--- src/rtl/fifo_arb_pkg.sv ---
// rtl/fifo_arb_pkg.sv - shared types and constants for the FIFO write arbiter
package fifo_arb_pkg;

    typedef enum logic {
        S_IDLE  = 1'b0,
        S_BURST = 1'b1
    } arb_state_t;

    localparam int DEF_N     = 2;
    localparam int DEF_W     = 8;
    localparam int DEF_BURST = 4;

    // Counter must hold 0..BURST-1 while never overflowing at the release compare.
    function automatic int cnt_width(input int burst);
        return $clog2(burst + 1);
    endfunction

endpackage

--- src/rtl/rr_pick.sv ---
// rtl/rr_pick.sv - combinational round-robin picker starting after the last-served index
module rr_pick #(
    parameter int N     = 2,
    parameter int IDX_W = (N > 1) ? $clog2(N) : 1
) (
    input  logic [N-1:0]     req,
    input  logic [IDX_W-1:0] last,
    output logic [N-1:0]     pick,
    output logic [IDX_W-1:0] pick_idx,
    output logic             valid
);

    int idx;

    always_comb begin
        pick     = '0;
        pick_idx = '0;
        valid    = 1'b0;
        idx      = 0;
        for (int i = 1; i <= N; i++) begin
            // Explicit wrap so non-power-of-2 N never aliases onto a missing producer.
            idx = int'(last) + i;
            if (idx >= N) begin
                idx = idx - N;
            end
            if (!valid && req[idx]) begin
                valid     = 1'b1;
                pick[idx] = 1'b1;
                pick_idx  = IDX_W'(idx);
            end
        end
    end

endmodule

--- src/rtl/fifo_write_arbiter.sv ---
// rtl/fifo_write_arbiter.sv - round-robin bounded-burst arbiter for the FIFO write port
module fifo_write_arbiter
    import fifo_arb_pkg::*;
#(
    parameter int N     = DEF_N,
    parameter int W     = DEF_W,
    parameter int BURST = DEF_BURST
) (
    input  logic           clk,
    input  logic           reset,
    input  logic [N-1:0]   req,
    input  logic [N*W-1:0] data_in,
    output logic [N-1:0]   grant,
    input  logic           full,
    output logic           write,
    output logic [W-1:0]   w_data,
    output logic [N-1:0]   accept,
    output logic           busy
);

    localparam int IDX_W = (N > 1) ? $clog2(N) : 1;
    localparam int CNT_W = cnt_width(BURST);

    arb_state_t       state_q, state_d;
    logic [N-1:0]     grant_q, grant_d;
    logic [IDX_W-1:0] gidx_q, gidx_d;
    logic [IDX_W-1:0] last_q, last_d;
    logic [CNT_W-1:0] cnt_q, cnt_d;

    logic [N-1:0]     pick;
    logic [IDX_W-1:0] pick_idx;
    logic             pick_valid;

    rr_pick #(
        .N     (N),
        .IDX_W (IDX_W)
    ) u_pick (
        .req      (req),
        .last     (last_q),
        .pick     (pick),
        .pick_idx (pick_idx),
        .valid    (pick_valid)
    );

    always_comb begin
        state_d = state_q;
        grant_d = grant_q;
        gidx_d  = gidx_q;
        last_d  = last_q;
        cnt_d   = cnt_q;
        write   = 1'b0;
        accept  = '0;
        w_data  = data_in[gidx_q*W +: W];

        case (state_q)
            S_IDLE: begin
                if (pick_valid && !full) begin
                    grant_d = pick;
                    gidx_d  = pick_idx;
                    cnt_d   = '0;
                    state_d = S_BURST;
                end
            end
            S_BURST: begin
                if (!req[gidx_q]) begin
                    grant_d = '0;
                    last_d  = gidx_q;
                    cnt_d   = '0;
                    state_d = S_IDLE;
                end else if (!full) begin
                    // Reset wins over an in-flight word so nothing lands in the FIFO that cycle.
                    write          = !reset;
                    accept[gidx_q] = !reset;
                    if (cnt_q == CNT_W'(BURST - 1)) begin
                        grant_d = '0;
                        last_d  = gidx_q;
                        cnt_d   = '0;
                        state_d = S_IDLE;
                    end else begin
                        cnt_d = cnt_q + 1'b1;
                    end
                end
            end
            default: begin
                state_d = S_IDLE;
                grant_d = '0;
            end
        endcase
    end

    always_ff @(posedge clk) begin
        if (reset) begin
            state_q <= S_IDLE;
            grant_q <= '0;
            gidx_q  <= '0;
            last_q  <= IDX_W'(N - 1);
            cnt_q   <= '0;
        end else begin
            state_q <= state_d;
            grant_q <= grant_d;
            gidx_q  <= gidx_d;
            last_q  <= last_d;
            cnt_q   <= cnt_d;
        end
    end

    assign grant = grant_q;
    assign busy  = (state_q == S_BURST);

endmodule

--- config.mk ---
export PLATFORM = sky130hd
export DESIGN_NAME = fifo_write_arbiter
export DESIGN_NICKNAME = d
export VERILOG_FILES = /design/src/rtl/fifo_arb_pkg.sv /design/src/rtl/rr_pick.sv /design/src/rtl/fifo_write_arbiter.sv
export SDC_FILE = /design/constraint.sdc
export NUM_CORES = 1
export LEC_CHECK = 0
export BUFFER_PORTS_ARGS = -buffer_cell sky130_fd_sc_hd__buf_2
export CAP_MARGIN = 5
export CORE_MARGIN = 8
export CORE_UTILIZATION = 41
export CTS_CLUSTER_DIAMETER = 50
export DETAILED_ROUTE_END_ITERATION = 10
export HOLD_SLACK_MARGIN = 0.1
export PLACE_DENSITY = 0.76
export SYNTH_ARGS = -nofsm -noshare
export SYNTH_HDL_FRONTEND = slang
export SYNTH_SLANG_ARGS = --single-unit
export TNS_END_PERCENT = 20
--- constraint.sdc ---
create_clock -name clk -period 1.7 [get_ports clk]
set_input_delay 0.34 -clock clk [delete_from_list [all_inputs] [get_ports clk]]
set_output_delay 0.34 -clock clk [all_outputs]
set_load 0.05 [all_outputs]
# Yosys cells after proc, flatten, opt, wreduce, memory -nomap -nowiden
# Index checks and enable logic that the tools add are counted.
[word_totals]
mem_bits_rw = 0
memories = 0
out_inout_bits = 14
elab_cells = 86
mem_bits_ro = 0
latchBits = 0
register_bits = 8
input_bits = 21
[op_classes]
muxes = 46
n_shift = 1
n_reduce_logical = 12
div = 0
n_lt_le_gt_ge = 8
multipliers = 0
addsub = 5
eq_ne = 6
bitwise = 3
[op_table]
columns = ["operator", "count"]
rows = [
  ["$ge A32 B1 Y1 const B", 2],
  ["$ge A32 B3 Y1 const B", 2],
  ["$lt A32 B3 Y1 const B", 2],
  ["$mux W32", 2],
  ["$sub A32 B3 Y32 const B", 2],
  ["$mux W1", 25],
  ["$mux W2", 9],
  ["$shiftx A16 B5 Y8", 1],
  ["$mux W3", 4],
  ["$pmux W3 S2", 1],
  ["$reduce_and A3 Y1", 2],
  ["$logic_and A1 B1 Y1", 5],
  ["$ne A2 B2 Y1 const B", 2],
  ["$pmux W2 S2", 1],
  ["$reduce_and A2 Y1", 2],
  ["$add A1 B2 Y3 const B", 1],
  ["$add A3 B1 Y3 const B", 1],
  ["$demux W1 S1", 3],
  ["$eq A3 B2 Y1 const B", 1],
  ["$logic_not A1 Y1", 3],
  ["$ne A3 B2 Y1 const B", 1],
  ["$ne A3 B3 Y1 const B", 1],
  ["$add A1 B1 Y2 const B", 1],
  ["$and A2 B2 Y2", 1],
  ["other kinds (6)", 6],
]

# Longest topological paths before layout
# Gate-level depths: netlist (run 1).
[depth]
depth_word = 13
depth_mapped = 4
mapped_depth_nobuf = 4

# Modules after synthesis
# From an unflattened synthesis (run 1), not the netlist that was laid out.
[unflattened]
cells_unflattened = 67
area_unflattened_um2 = 591.8
[by_module_without_submodules]
columns = ["module", "instances", "seq_area_each_um2", "cells_each", "area_per_inst_um2"]
rows = [
  ["fifo_write_arbiter", 1, 160.2, 62, 559.3],
  ["rr_pick", 1, 0.0, 5, 32.5],
]

# Worst setup path before layout (run 1)
# Ideal clock, no wire load.
[synth_path]
kind = "register -> output"
startpoint = "reg state_q, in the netlist busy"
endpoint = "out accept[0]"
t_required_ns = 1.360
t_arrival_ns = 1.900
n_path_buf = 1
setup_slack_ns = -0.540
stages_incl_launch_ff = 5
cell_sequence = "dfxtp_1 buf_6 inv_2 or3_4 nor3b_2"
[synth_via]
elab_chain_cells = 1
[synth_rtl]
columns = ["item", "line", "source"]
rows = [
  ["from (decl)", "fifo_write_arbiter.sv:24", "arb_state_t state_q, state_d;"],
  ["from (signal assigned)", "fifo_write_arbiter.sv:99", "state_q <= state_d;"],
  ["$mux W2", "fifo_write_arbiter.sv:55", "case (state_q)"],
  ["to (decl)", "fifo_write_arbiter.sv:17", "output logic [N-1:0] accept,"],
]
# Every way passes these cells.

# Worst setup path after layout (run 1)
# Ends and elaborated chain as after synthesis.

==> out/results.md, run 1 <==
## Critical path
* maximum fanout along the worst path: 4
* Crit path required time: 1.36 ns
* type of the setup path with the least slack: flip-flop to output pin
* Critical Path End Type: output pin
* number of cells on the worst reg-to-reg path: 4
* kind of start point of the critical path: flip-flop
* critical register-to-register path startpoint: gidx_q
* setup slack of the most critical reg-to-reg path: 0.28 ns
* Arrival @ worst endpoint: 1.38 ns
* end of the worst register-to-register path: grant[1]

## Route
* DRT antenna net count: 0
* count of vias placed by the detailed router: 606
* number of detailed-routing iterations run before antenna repair: 4
* Initial DRC Count: 15
* number of DRC violations after detailed routing: 0
* Routed WL per cell: 13.8 um
* average vias per placed instance: 5.27
* Total Wirelength: 1590 um

## STA
* worst-case setup margin in the final layout: -0.0204 ns
* Tcrit/Tclk final: 101%
* number of pins exceeding their max-slew limit in the final report: 0
* Highest Clock Rate: 0.581 GHz
* worst hold slack after final layout: 0.439 ns
* worst slew margin relative to its limit: 80.8%
* Max Clock Skew: 0.0139 ns
* setup repair after global routing missed its margin: yes
* total of endpoints with negative setup slack in the final report: 1
* slew at the pin with the worst max-slew slack: 0.287 ns
* final hold viol count: 0
* fin crit period: 1.72 ns

## Logic synthesis
* compound-cell area share of the yosys netlist: 17.6%
* xor/xnor cell area share of the yosys netlist: 0%
* Post-Synth Adder-Cell Area: 2.14%
* post-synth net total: 84
* mapped cell area: 584 sq um
* mean post-synth cell area: 9.42 sq um
* sequential cell area fraction in the yosys report: 27.4%
* Unique masters post-synth: 29
* total of warnings raised by yosys: 0
* fraction of the mapped netlist area in simple logic gates: 24.8%
* Synth Register Bits: 8
* mux contribution to synthesized area: 21.4%
* dominant combinational cell family by area after synthesis: simple AND/OR/NAND/NOR gates
* post-synthesis cell count: 62

## Pwr
* leakage dissipation: 0.000372 uW
* pwr dens: 693 mW/mm^2
* overall power consumption: 582 uW
* maximum ir drop on the vdd rail: 0.466 mV

## Die
* width of the die: 53.8 um
* total number of placement rows: 13
* core region area: 0.00132 sq mm
* initial core utilization: 44.3%
* num ports: 35
* Chip Height: 53.8 um
* Die Outline Area: 0.00289 sq mm

## Worst hold path
* launch instance of the worst min-delay path: reset
* cell depth of the worst hold path: 3
* worst hold path endpoint: cnt_q[2]
* HP Class: primary input to flip-flop

## Finish
* antenna diode count: 0
* fraction of layout cells with a size suffix above 1: 63.0%
* growth of design area from synthesis to finish: 43.7%
* count of non-filler cells in the finished layout: 115
* nets: 123
* commonest non-fill, non-tap cells in the layout: sky130_fd_sc_hd__buf_2 (31), sky130_fd_sc_hd__mux2_2 (8), sky130_fd_sc_hd__dfxtp_1 (6)
* leading cell type in the layout, fill and taps excluded: sky130_fd_sc_hd__buf_2
* count of fill cells added during filler insertion: 115

## Clocking
* clock tree from TritonCTS: built
* clock latency on the worst-skew pair: 0.26 ns
* buffer cell driving the clock tree root: sky130_fd_sc_hd__clkbuf_4
* H-Tree Depth: 1
* Clock transition at path regs: 0.06 ns
* Max Buffers Root-to-Sink: 2
* post-cts hold buffer count: 0
* number of gates given a new drive strength after cts: 6
* cts bufs inserted: 3
* number of sinks handled by clock tree synthesis: 8
* setup repair bufs after CTS: 0

## GRT
* total routing usage reported by global routing: 10.5%
* Remaining Overflow, GRT: 0
* antenna violations before repair: 0
* first-pass GRT wire length: 2400 um
* largest net degree at the start of global routing: 12
* vias in the first global route: 579

## Placed design
* worst slack at placement: 0.0481 ns
* # port buffers: 34
* half-perimeter wire length after placement: 1340 um
* placed instance count: 111
* RD Place Congestion: 0.820

## Flow run
* Max-cap violations: 0

## Status
* violated checks: setup timing
* outcome: finished, violations left

stage by stage:
stage	cell area, sq um	setup TNS, ns	util, %
after floorplan	599	-0.260	-
after detailed placement	787	0	59.7
after global routing	840	-0.0621	63.7
final	840	-0.0204	63.7
after global placement	787	0	59.7
after CTS	828	-0.0287	62.9
cell families (layout without fill, tap and decap cells):
group | Yosys count | count (layout)
simple gates | 22 | 22
compound gates | 14 | 14
mux | 11 | 11
flops | 8 | 8
buf+inv | 6 | 44
fa+ha+maj | 1 | 1
area by class of cell:
type,count,area [sq um],share of cell area [%]
multi-input combinational,48,400,47.7
timing repair buffer,38,219,26.1
sequential,8,165,19.7
clock buffer,4,26.3,3.13
tap,15,18.8,2.24
inverter,2,10.0,1.19
flip-flops by register name, indices dropped and copies added, names as in the netlist:
register  flops
cnt_q         3
grant         2
busy          1
gidx_q        1
last_q        1
worst max-delay path: stages, from the launching register on:
cell	delay (ns)
sky130_fd_sc_hd__dfxtp_4	0.36
sky130_fd_sc_hd__inv_4	0.04
sky130_fd_sc_hd__or3_4	0.36
sky130_fd_sc_hd__nor3b_4	0.18
sky130_fd_sc_hd__buf_6	0.18
where the power goes:
group	switching, uW	total (uW)	internal, uW	leakage [uW]
Sequential	10.3	206	196	0.0000662
Clock	68.5	158	89.9	0.0000150
Combinational	135	217	82.3	0.000290
cells in the mapped netlist (all sizes together):
| library cell | n | area share [%] |
|---|---|---|
| nand2b | 4 | 4.3 |
| inv | 2 | 1.3 |
| mux2 | 9 | 18 |
| nand2 | 2 | 1.3 |
| nand4b | 1 | 1.5 |
| o32ai | 1 | 1.5 |
| or3 | 1 | 1.9 |
| dfxtp | 8 | 27 |
| o21ai | 2 | 2.4 |
| clkbuf | 1 | 0.64 |
| or2 | 1 | 1.1 |
| o21ba | 1 | 1.7 |
| a211oi | 3 | 3.9 |
| nor3b | 5 | 9.0 |
| o22ai | 2 | 2.1 |
| a21oi | 2 | 1.7 |
| ha | 1 | 2.1 |
| nor3 | 1 | 0.86 |
| mux2i | 2 | 3.4 |
| nor2 | 6 | 3.9 |
| a32oi | 2 | 3.0 |
| buf | 3 | 4.7 |
| o21bai | 1 | 1.3 |
| nor2b | 1 | 1.1 |
metal layers:
metal / global-route usage (%) / part of all wire [%]
met5: 0 / 0
met4: 3.78 / 1.3
met3: 1.93 / 8.0
met2: 18.3 / 51
met1: 12.3 / 40
worst max-delay path by stage:
stage	from	endpoint	slack [ns]	cells past startpoint
after floorplan	busy	accept[0]	-0.11	4
after global placement	reset	accept[0]	0.06	4
after detailed placement	reset	accept[0]	0.05	4
after CTS	busy	accept[0]	-0.03	4
after global routing	busy	accept[0]	-0.06	4
final	busy	accept[0]	-0.02	4
No activity file was read; power rests on OpenSTA's default activity.
==> run 2: changes to the inputs <==
--- a/config.mk
+++ b/config.mk
@@ -8,11 +8,13 @@
 export BUFFER_PORTS_ARGS = -buffer_cell sky130_fd_sc_hd__buf_2
 export CAP_MARGIN = 5
 export CORE_MARGIN = 8
-export CORE_UTILIZATION = 41
+export CORE_UTILIZATION = 43
+export CTS_BUF_LIST = sky130_fd_sc_hd__clkbuf_2 sky130_fd_sc_hd__clkbuf_4 sky130_fd_sc_hd__clkbuf_8
 export CTS_CLUSTER_DIAMETER = 50
 export DETAILED_ROUTE_END_ITERATION = 10
 export HOLD_SLACK_MARGIN = 0.1
-export PLACE_DENSITY = 0.76
+export PLACE_DENSITY = 0.8
+export SLEW_MARGIN = 20
 export SYNTH_ARGS = -nofsm -noshare
 export SYNTH_HDL_FRONTEND = slang
 export SYNTH_SLANG_ARGS = --single-unit
==> run 2 against run 1 <==
  * The flow still finishes with violations (setup timing)
  * Sequential share of layout area rose by 0.30 points
  * Clock-buffer cell count unchanged
  * First-iteration DRC count is 67% lower
  * Critical endpoint unchanged
  * Largest cell class unchanged
==> out/results.md, run 2 (synthesis results as in run 1) <==
## Route
* top metal layer carrying routed signals: met4
* Total Wirelength: 1600 um
* count of vias placed by the detailed router: 613
* DRT antenna net count: 0
* WL met3: 119 um
* detailed-routed wire length on met2: 838 um
* average vias per placed instance: 5.33
* Routed WL per cell: 13.9 um
* number of DRC violations after detailed routing: 0
* met1 wire length: 629 um
* Initial DRC Count: 5
* number of detailed-routing iterations run before antenna repair: 4

## GRT
* vias in the first global route: 579
* Remaining Overflow, GRT: 0
* antenna violations before repair: 0
* total routing usage reported by global routing: 11.4%
* largest net degree at the start of global routing: 13
* first-pass GRT wire length: 2500 um

## Critical path
* type of the setup path with the least slack: flip-flop to output pin
* number of cells on the worst reg-to-reg path: 4
* kind of start point of the critical path: flip-flop
* end of the worst register-to-register path: grant[1]
* critical register-to-register path startpoint: gidx_q
* maximum fanout along the worst path: 4
* Critical Path End Type: output pin
* Crit path required time: 1.36 ns
* Arrival @ worst endpoint: 1.38 ns
* setup slack of the most critical reg-to-reg path: 0.34 ns

## Finish
* growth of design area from synthesis to finish: 43.7%
* top register by number of flip-flops: cnt_q
* fraction of layout cells with a size suffix above 1: 63.0%
* flip-flop count of the largest register after layout: 3
* cell area after layout: 840 sq um
* count of non-filler cells in the finished layout: 115
* nets: 123
* antenna diode count: 0
* commonest non-fill, non-tap cells in the layout: sky130_fd_sc_hd__buf_2 (31), sky130_fd_sc_hd__mux2_2 (8), sky130_fd_sc_hd__dfxtp_1 (6)
* leading cell type in the layout, fill and taps excluded: sky130_fd_sc_hd__buf_2

## Die
* initial core utilization: 45.5%
* num ports: 35
* core region area: 0.00128 sq mm
* width of the die: 52.9 um
* Chip Height: 52.9 um
* total number of placement rows: 13
* Die Outline Area: 0.00279 sq mm

## Placed design
* dpl cell area: 787 sq um
* half-perimeter wire length after placement: 1280 um
* placed instance count: 111
* worst slack at placement: 0.0470 ns
* # port buffers: 34
* RD Place Congestion: 0.822

## STA
* Highest Clock Rate: 0.582 GHz
* number of pins exceeding their max-slew limit in the final report: 0
* setup repair after global routing missed its margin: yes
* worst-case setup margin in the final layout: -0.0196 ns
* total of endpoints with negative setup slack in the final report: 1
* slew at the pin with the worst max-slew slack: 0.264 ns
* fin crit period: 1.72 ns
* Tcrit/Tclk final: 101%
* final hold viol count: 0
* Max Clock Skew: 0.00819 ns
* worst slew margin relative to its limit: 81.9%

## Status
* outcome: finished, violations left
* violated checks: setup timing

## Worst hold path
* launch instance of the worst min-delay path: reset
* HP Class: primary input to flip-flop
* cell depth of the worst hold path: 3
* worst hold path endpoint: gidx_q

## Clocking
* setup repair bufs after CTS: 0
* H-Tree Depth: 1
* clock latency on the worst-skew pair: 0.26 ns
* Clock transition at path regs: 0.06 ns
* buffer cell driving the clock tree root: sky130_fd_sc_hd__clkbuf_4
* Max Buffers Root-to-Sink: 2
* cts bufs inserted: 3
* number of sinks handled by clock tree synthesis: 8
* clock tree from TritonCTS: built

## Pwr
* maximum ir drop on the vdd rail: 0.477 mV
* overall power consumption: 597 uW
* pwr dens: 711 mW/mm^2
* leakage dissipation: 0.000373 uW

## Flow run
* Max-cap violations: 0

==> run 2: cell counts in the layout (fill, tap and decap cells not counted) <==
Identical to the previous run, type by type.
==> run 2: power breakdown <==
part / internal [uW] / leakage (uW) / switching [uW]
sequential: 195 / 0.0000665 / 10.7
combinational: 80.9 / 0.000288 / 134
clock: 106 / 0.0000184 / 70.6
total: 382 / 0.000373 / 215
==> run 2: metrics by stage <==
step                TNS, ns  util [%]  hold slack [ns]
detailed placement        0      61.2            0.482
global placement          0      61.2            0.465
finish              -0.0196      65.3            0.434
floorplan            -0.260         -            0.456
CTS                 -0.0286      64.6            0.428
global route        -0.0642      65.3            0.445
==> run 2: area by class of cell <==
class | count | area (sq um)
Tap cell | 15 | 18.8
Fill cell | 113 | 445
Timing Repair Buffer | 38 | 219
Sequential cell | 8 | 168
Inverter | 2 | 7.51
Multi-Input combinational cell | 48 | 397
Clock buffer | 4 | 30.0
==> run 2: how the worst max path moves through the flow <==
stage | start | to | slack (ns) | cells past startpoint
2_1_floorplan | busy | accept[0] | -0.11 | 4
3_3_place_gp | reset | accept[0] | 0.06 | 4
3_5_place_dp | reset | accept[0] | 0.05 | 4
4_1_cts | busy | accept[0] | -0.03 | 4
5_1_grt | busy | accept[0] | -0.06 | 4
6_report | busy | accept[0] | -0.02 | 4
==> run 2: repair_timing <==
action	4_1_cts	5_1_grt
hold buffers	0	0
setup endpoints to repair	11	11
gates resized for setup	5	3
pin swaps	0	0
==> run 2: critical path, stage by stage (launching register included) <==
cell and delay [ns]:
sky130_fd_sc_hd__dfxtp_4 0.34, sky130_fd_sc_hd__inv_2 0.04, sky130_fd_sc_hd__or3_4 0.36, sky130_fd_sc_hd__nor3b_4 0.19, sky130_fd_sc_hd__buf_6 0.18
==> run 2: layer usage <==
layer / up-vias / global-route usage [%]
li1: 303 / -
met1: 288 / 12.8
met2: 20 / 18.9
met3: 2 / 3.64
met4: 0 / 5.60
met5: - / 0
==> run 3: changes to the inputs <==
--- a/config.mk
+++ b/config.mk
@@ -5,6 +5,7 @@
 export SDC_FILE = /design/constraint.sdc
 export NUM_CORES = 1
 export LEC_CHECK = 0
+export ABC_AREA = 1
 export BUFFER_PORTS_ARGS = -buffer_cell sky130_fd_sc_hd__buf_2
 export CAP_MARGIN = 5
 export CORE_MARGIN = 8
==> run 3 against run 2 <==
  * The run now ends clean
  * Combinational power grew 28%
  * Clock-buffer cell count shrank 1
  * Maximum frequency grew 7.5%
  * Wire length shrank 0.63%
  * Sequential share of layout area grew 0.25 points
  * Critical path depth shrank 1
  * Power grew 6.3%
  * Global-route usage grew 0.72 points
  * Register-to-register slack gained 0.12 ns
  * Critical path type unchanged
==> out/results.md, run 3 <==
## Logic synthesis
* Unique masters post-synth: 20
* post-synthesis cell count: 90
* most used standard cell by instance count after synthesis: sky130_fd_sc_hd__nand2_1
* post-synth top area cell: sky130_fd_sc_hd__dfxtp_1
* most used standard cells in the synthesized netlist: sky130_fd_sc_hd__nand2_1 (34), sky130_fd_sc_hd__nor2_1 (9), sky130_fd_sc_hd__dfxtp_1 (8)
* mean post-synth cell area: 6.48 sq um
* total of warnings raised by yosys: 0
* EDFF count, synth: 0
* most area-consuming cells after synthesis: sky130_fd_sc_hd__dfxtp_1 (27%), sky130_fd_sc_hd__nand2_1 (22%), sky130_fd_sc_hd__nand2_4 (9.7%)
* post-synth net total: 112
* mapped cell area: 583 sq um
* Synth Register Bits: 8
* async set-reset flop share out of synthesis: 0%
* dominant synthesized flop cell: sky130_fd_sc_hd__dfxtp_1
* area fraction of the dominant cell type after synthesis: 27.5%
* sequential cell area fraction in the yosys report: 27.5%

## Route
* Initial DRC Count: 7
* DRT antenna net count: 0
* number of DRC violations after detailed routing: 0
* number of detailed-routing iterations run before antenna repair: 4
* Total Wirelength: 1590 um
* count of vias placed by the detailed router: 659
* average vias per placed instance: 4.64
* Routed WL per cell: 11.2 um

## STA
* fin crit period: 1.60 ns
* Max Clock Skew: 0.00661 ns
* Final TNS setup: 0 ns
* Highest Clock Rate: 0.625 GHz
* worst-case setup margin in the final layout: 0.101 ns
* Tcrit/Tclk final: 94.1%
* slew at the pin with the worst max-slew slack: 0.269 ns
* total of endpoints with negative setup slack in the final report: 0
* setup repair after global routing missed its margin: no
* number of pins exceeding their max-slew limit in the final report: 0
* worst slew margin relative to its limit: 81.9%
* final hold viol count: 0

## Critical path
* launch point of the worst path: busy
* Critical Path End Type: output pin
* critical register-to-register path startpoint: cnt_q[0]
* maximum fanout along the worst path: 7
* kind of start point of the critical path: flip-flop
* Crit path required time: 1.36 ns
* Arrival @ worst endpoint: 1.26 ns
* type of the setup path with the least slack: flip-flop to output pin
* setup slack of the most critical reg-to-reg path: 0.46 ns

## Finish
* top register by number of flip-flops: cnt_q
* count of fill cells added during filler insertion: 118
* count of non-filler cells in the finished layout: 142
* commonest non-fill, non-tap cells in the layout: sky130_fd_sc_hd__nand2_1 (34), sky130_fd_sc_hd__buf_2 (34), sky130_fd_sc_hd__inv_1 (7), sky130_fd_sc_hd__nor2_1 (7), sky130_fd_sc_hd__dfxtp_1 (6)
* antenna diode count: 0
* growth of design area from synthesis to finish: 38.0%
* nets: 151
* cell area after layout: 805 sq um
* fraction of layout cells with a size suffix above 1: 46.5%
* flip-flop count of the largest register after layout: 3

## GRT
* total routing usage reported by global routing: 12.2%
* vias in the first global route: 641
* largest net degree at the start of global routing: 11
* first-pass GRT wire length: 2680 um
* antenna violations before repair: 0
* Remaining Overflow, GRT: 0

## Die
* Die Outline Area: 0.00279 sq mm
* width of the die: 52.8 um
* total number of placement rows: 13
* Chip Height: 52.8 um
* initial core utilization: 45.4%
* num ports: 35
* core region area: 0.00128 sq mm

## Clocking
* clock tree from TritonCTS: built
* buffer cell driving the clock tree root: sky130_fd_sc_hd__clkbuf_4
* cts bufs inserted: 3
* Max Buffers Root-to-Sink: 2
* H-Tree Depth: 1
* Clock transition at path regs: 0.06 ns
* number of sinks handled by clock tree synthesis: 8
* setup repair bufs after CTS: 0
* clock latency on the worst-skew pair: 0.25 ns

## Placed design
* worst slack at placement: 0.152 ns
* placed instance count: 139
* dpl cell area: 778 sq um
* half-perimeter wire length after placement: 1320 um
* RD Place Congestion: 0.854
* # port buffers: 34

## Pwr
* leakage dissipation: 0.000461 uW
* Clk network pwr share: 22.6%
* sw frac: 43.3%
* internal power: 360 uW
* Net Switching: 275 uW
* Combinational Power Share: 43.3%
* share of power burned in registers: 34.2%
* maximum ir drop on the vdd rail: 0.541 mV
* pwr dens: 789 mW/mm^2

## Worst hold path
* HP Class: primary input to flip-flop
* launch instance of the worst min-delay path: reset

## Status
* outcome: complete, no violations

## Flow run
* Max-cap violations: 0

==> run 3: cell types whose count changed in the layout (fill, tap and decap cells not counted), moves of 4 or more <==
cell / before / now
sky130_fd_sc_hd__nand2b_1: 4 / 0
sky130_fd_sc_hd__mux2_2: 8 / 0
sky130_fd_sc_hd__nand2_1: 2 / 34
sky130_fd_sc_hd__nand2_4: 0 / 5
sky130_fd_sc_hd__nand3_1: 0 / 4
sky130_fd_sc_hd__inv_1: 1 / 7
==> run 3: logic make-up after synthesis <==
kind of cell,synth area share [%]
AOI/OAI and AO/OA,9.66
adders and majority gates,2.15
buffers and inverters,9.01
DFF,27.5
and+or+nand+nor,51.7
==> run 3: critical path, stage by stage (launching register included) <==
cell                      delay, ns
sky130_fd_sc_hd__dfxtp_2       0.41
sky130_fd_sc_hd__nand3_1       0.19
sky130_fd_sc_hd__a21oi_2       0.14
sky130_fd_sc_hd__buf_2         0.27
==> run 3: final timing paths <==
kind,cells past startpoint,to
hold reg to reg,2,cnt_q[2]
hold / removal,2,cnt_q[1]
setup / recovery,3,write
setup reg to reg,5,busy
==> run 3: layout make-up <==
class / instances / area, sq um / share of cell area, %
Sequential cell: 8 / 163 / 20.2
Multi-Input combinational cell: 70 / 379 / 47.1
Clock buffer: 3 / 22.5 / 2.80
Inverter: 11 / 43.8 / 5.44
Tap cell: 15 / 18.8 / 2.33
Timing Repair Buffer: 35 / 178 / 22.1
==> run 3: stage by stage <==
step	util, %	hold slack [ns]	total power [uW]
final	62.6	0.269	635
after global routing	62.6	0.266	677
after CTS	62.3	0.271	636
after detailed placement	60.6	0.445	495
after global placement	60.6	0.439	490
after floorplan	-	0.402	422
==> run 3: layer usage <==
layer,GRT usage [%],vias to the layer above,routed length [um]
met3,4.26,2,110
met1,13.3,281,639
met4,1.29,0,10
met2,22.3,17,829
met5,0,-,0
li1,-,359,-
==> run 3: power by group through the flow <==
stage	clock (uW)	combinational, uW	sequential [uW]
detailed placement	0	275	220
finish	143	275	217
global placement	0	271	219
floorplan	0	180	242
global route	160	299	219
CTS	143	277	216
==> run 3: what timing repair did <==
action | CTS | global route
hold buffers | 0 | 0
resized for setup | 0 | 2
hold endpoints to repair | 0 | 0
setup endpoints to repair | 0 | 8
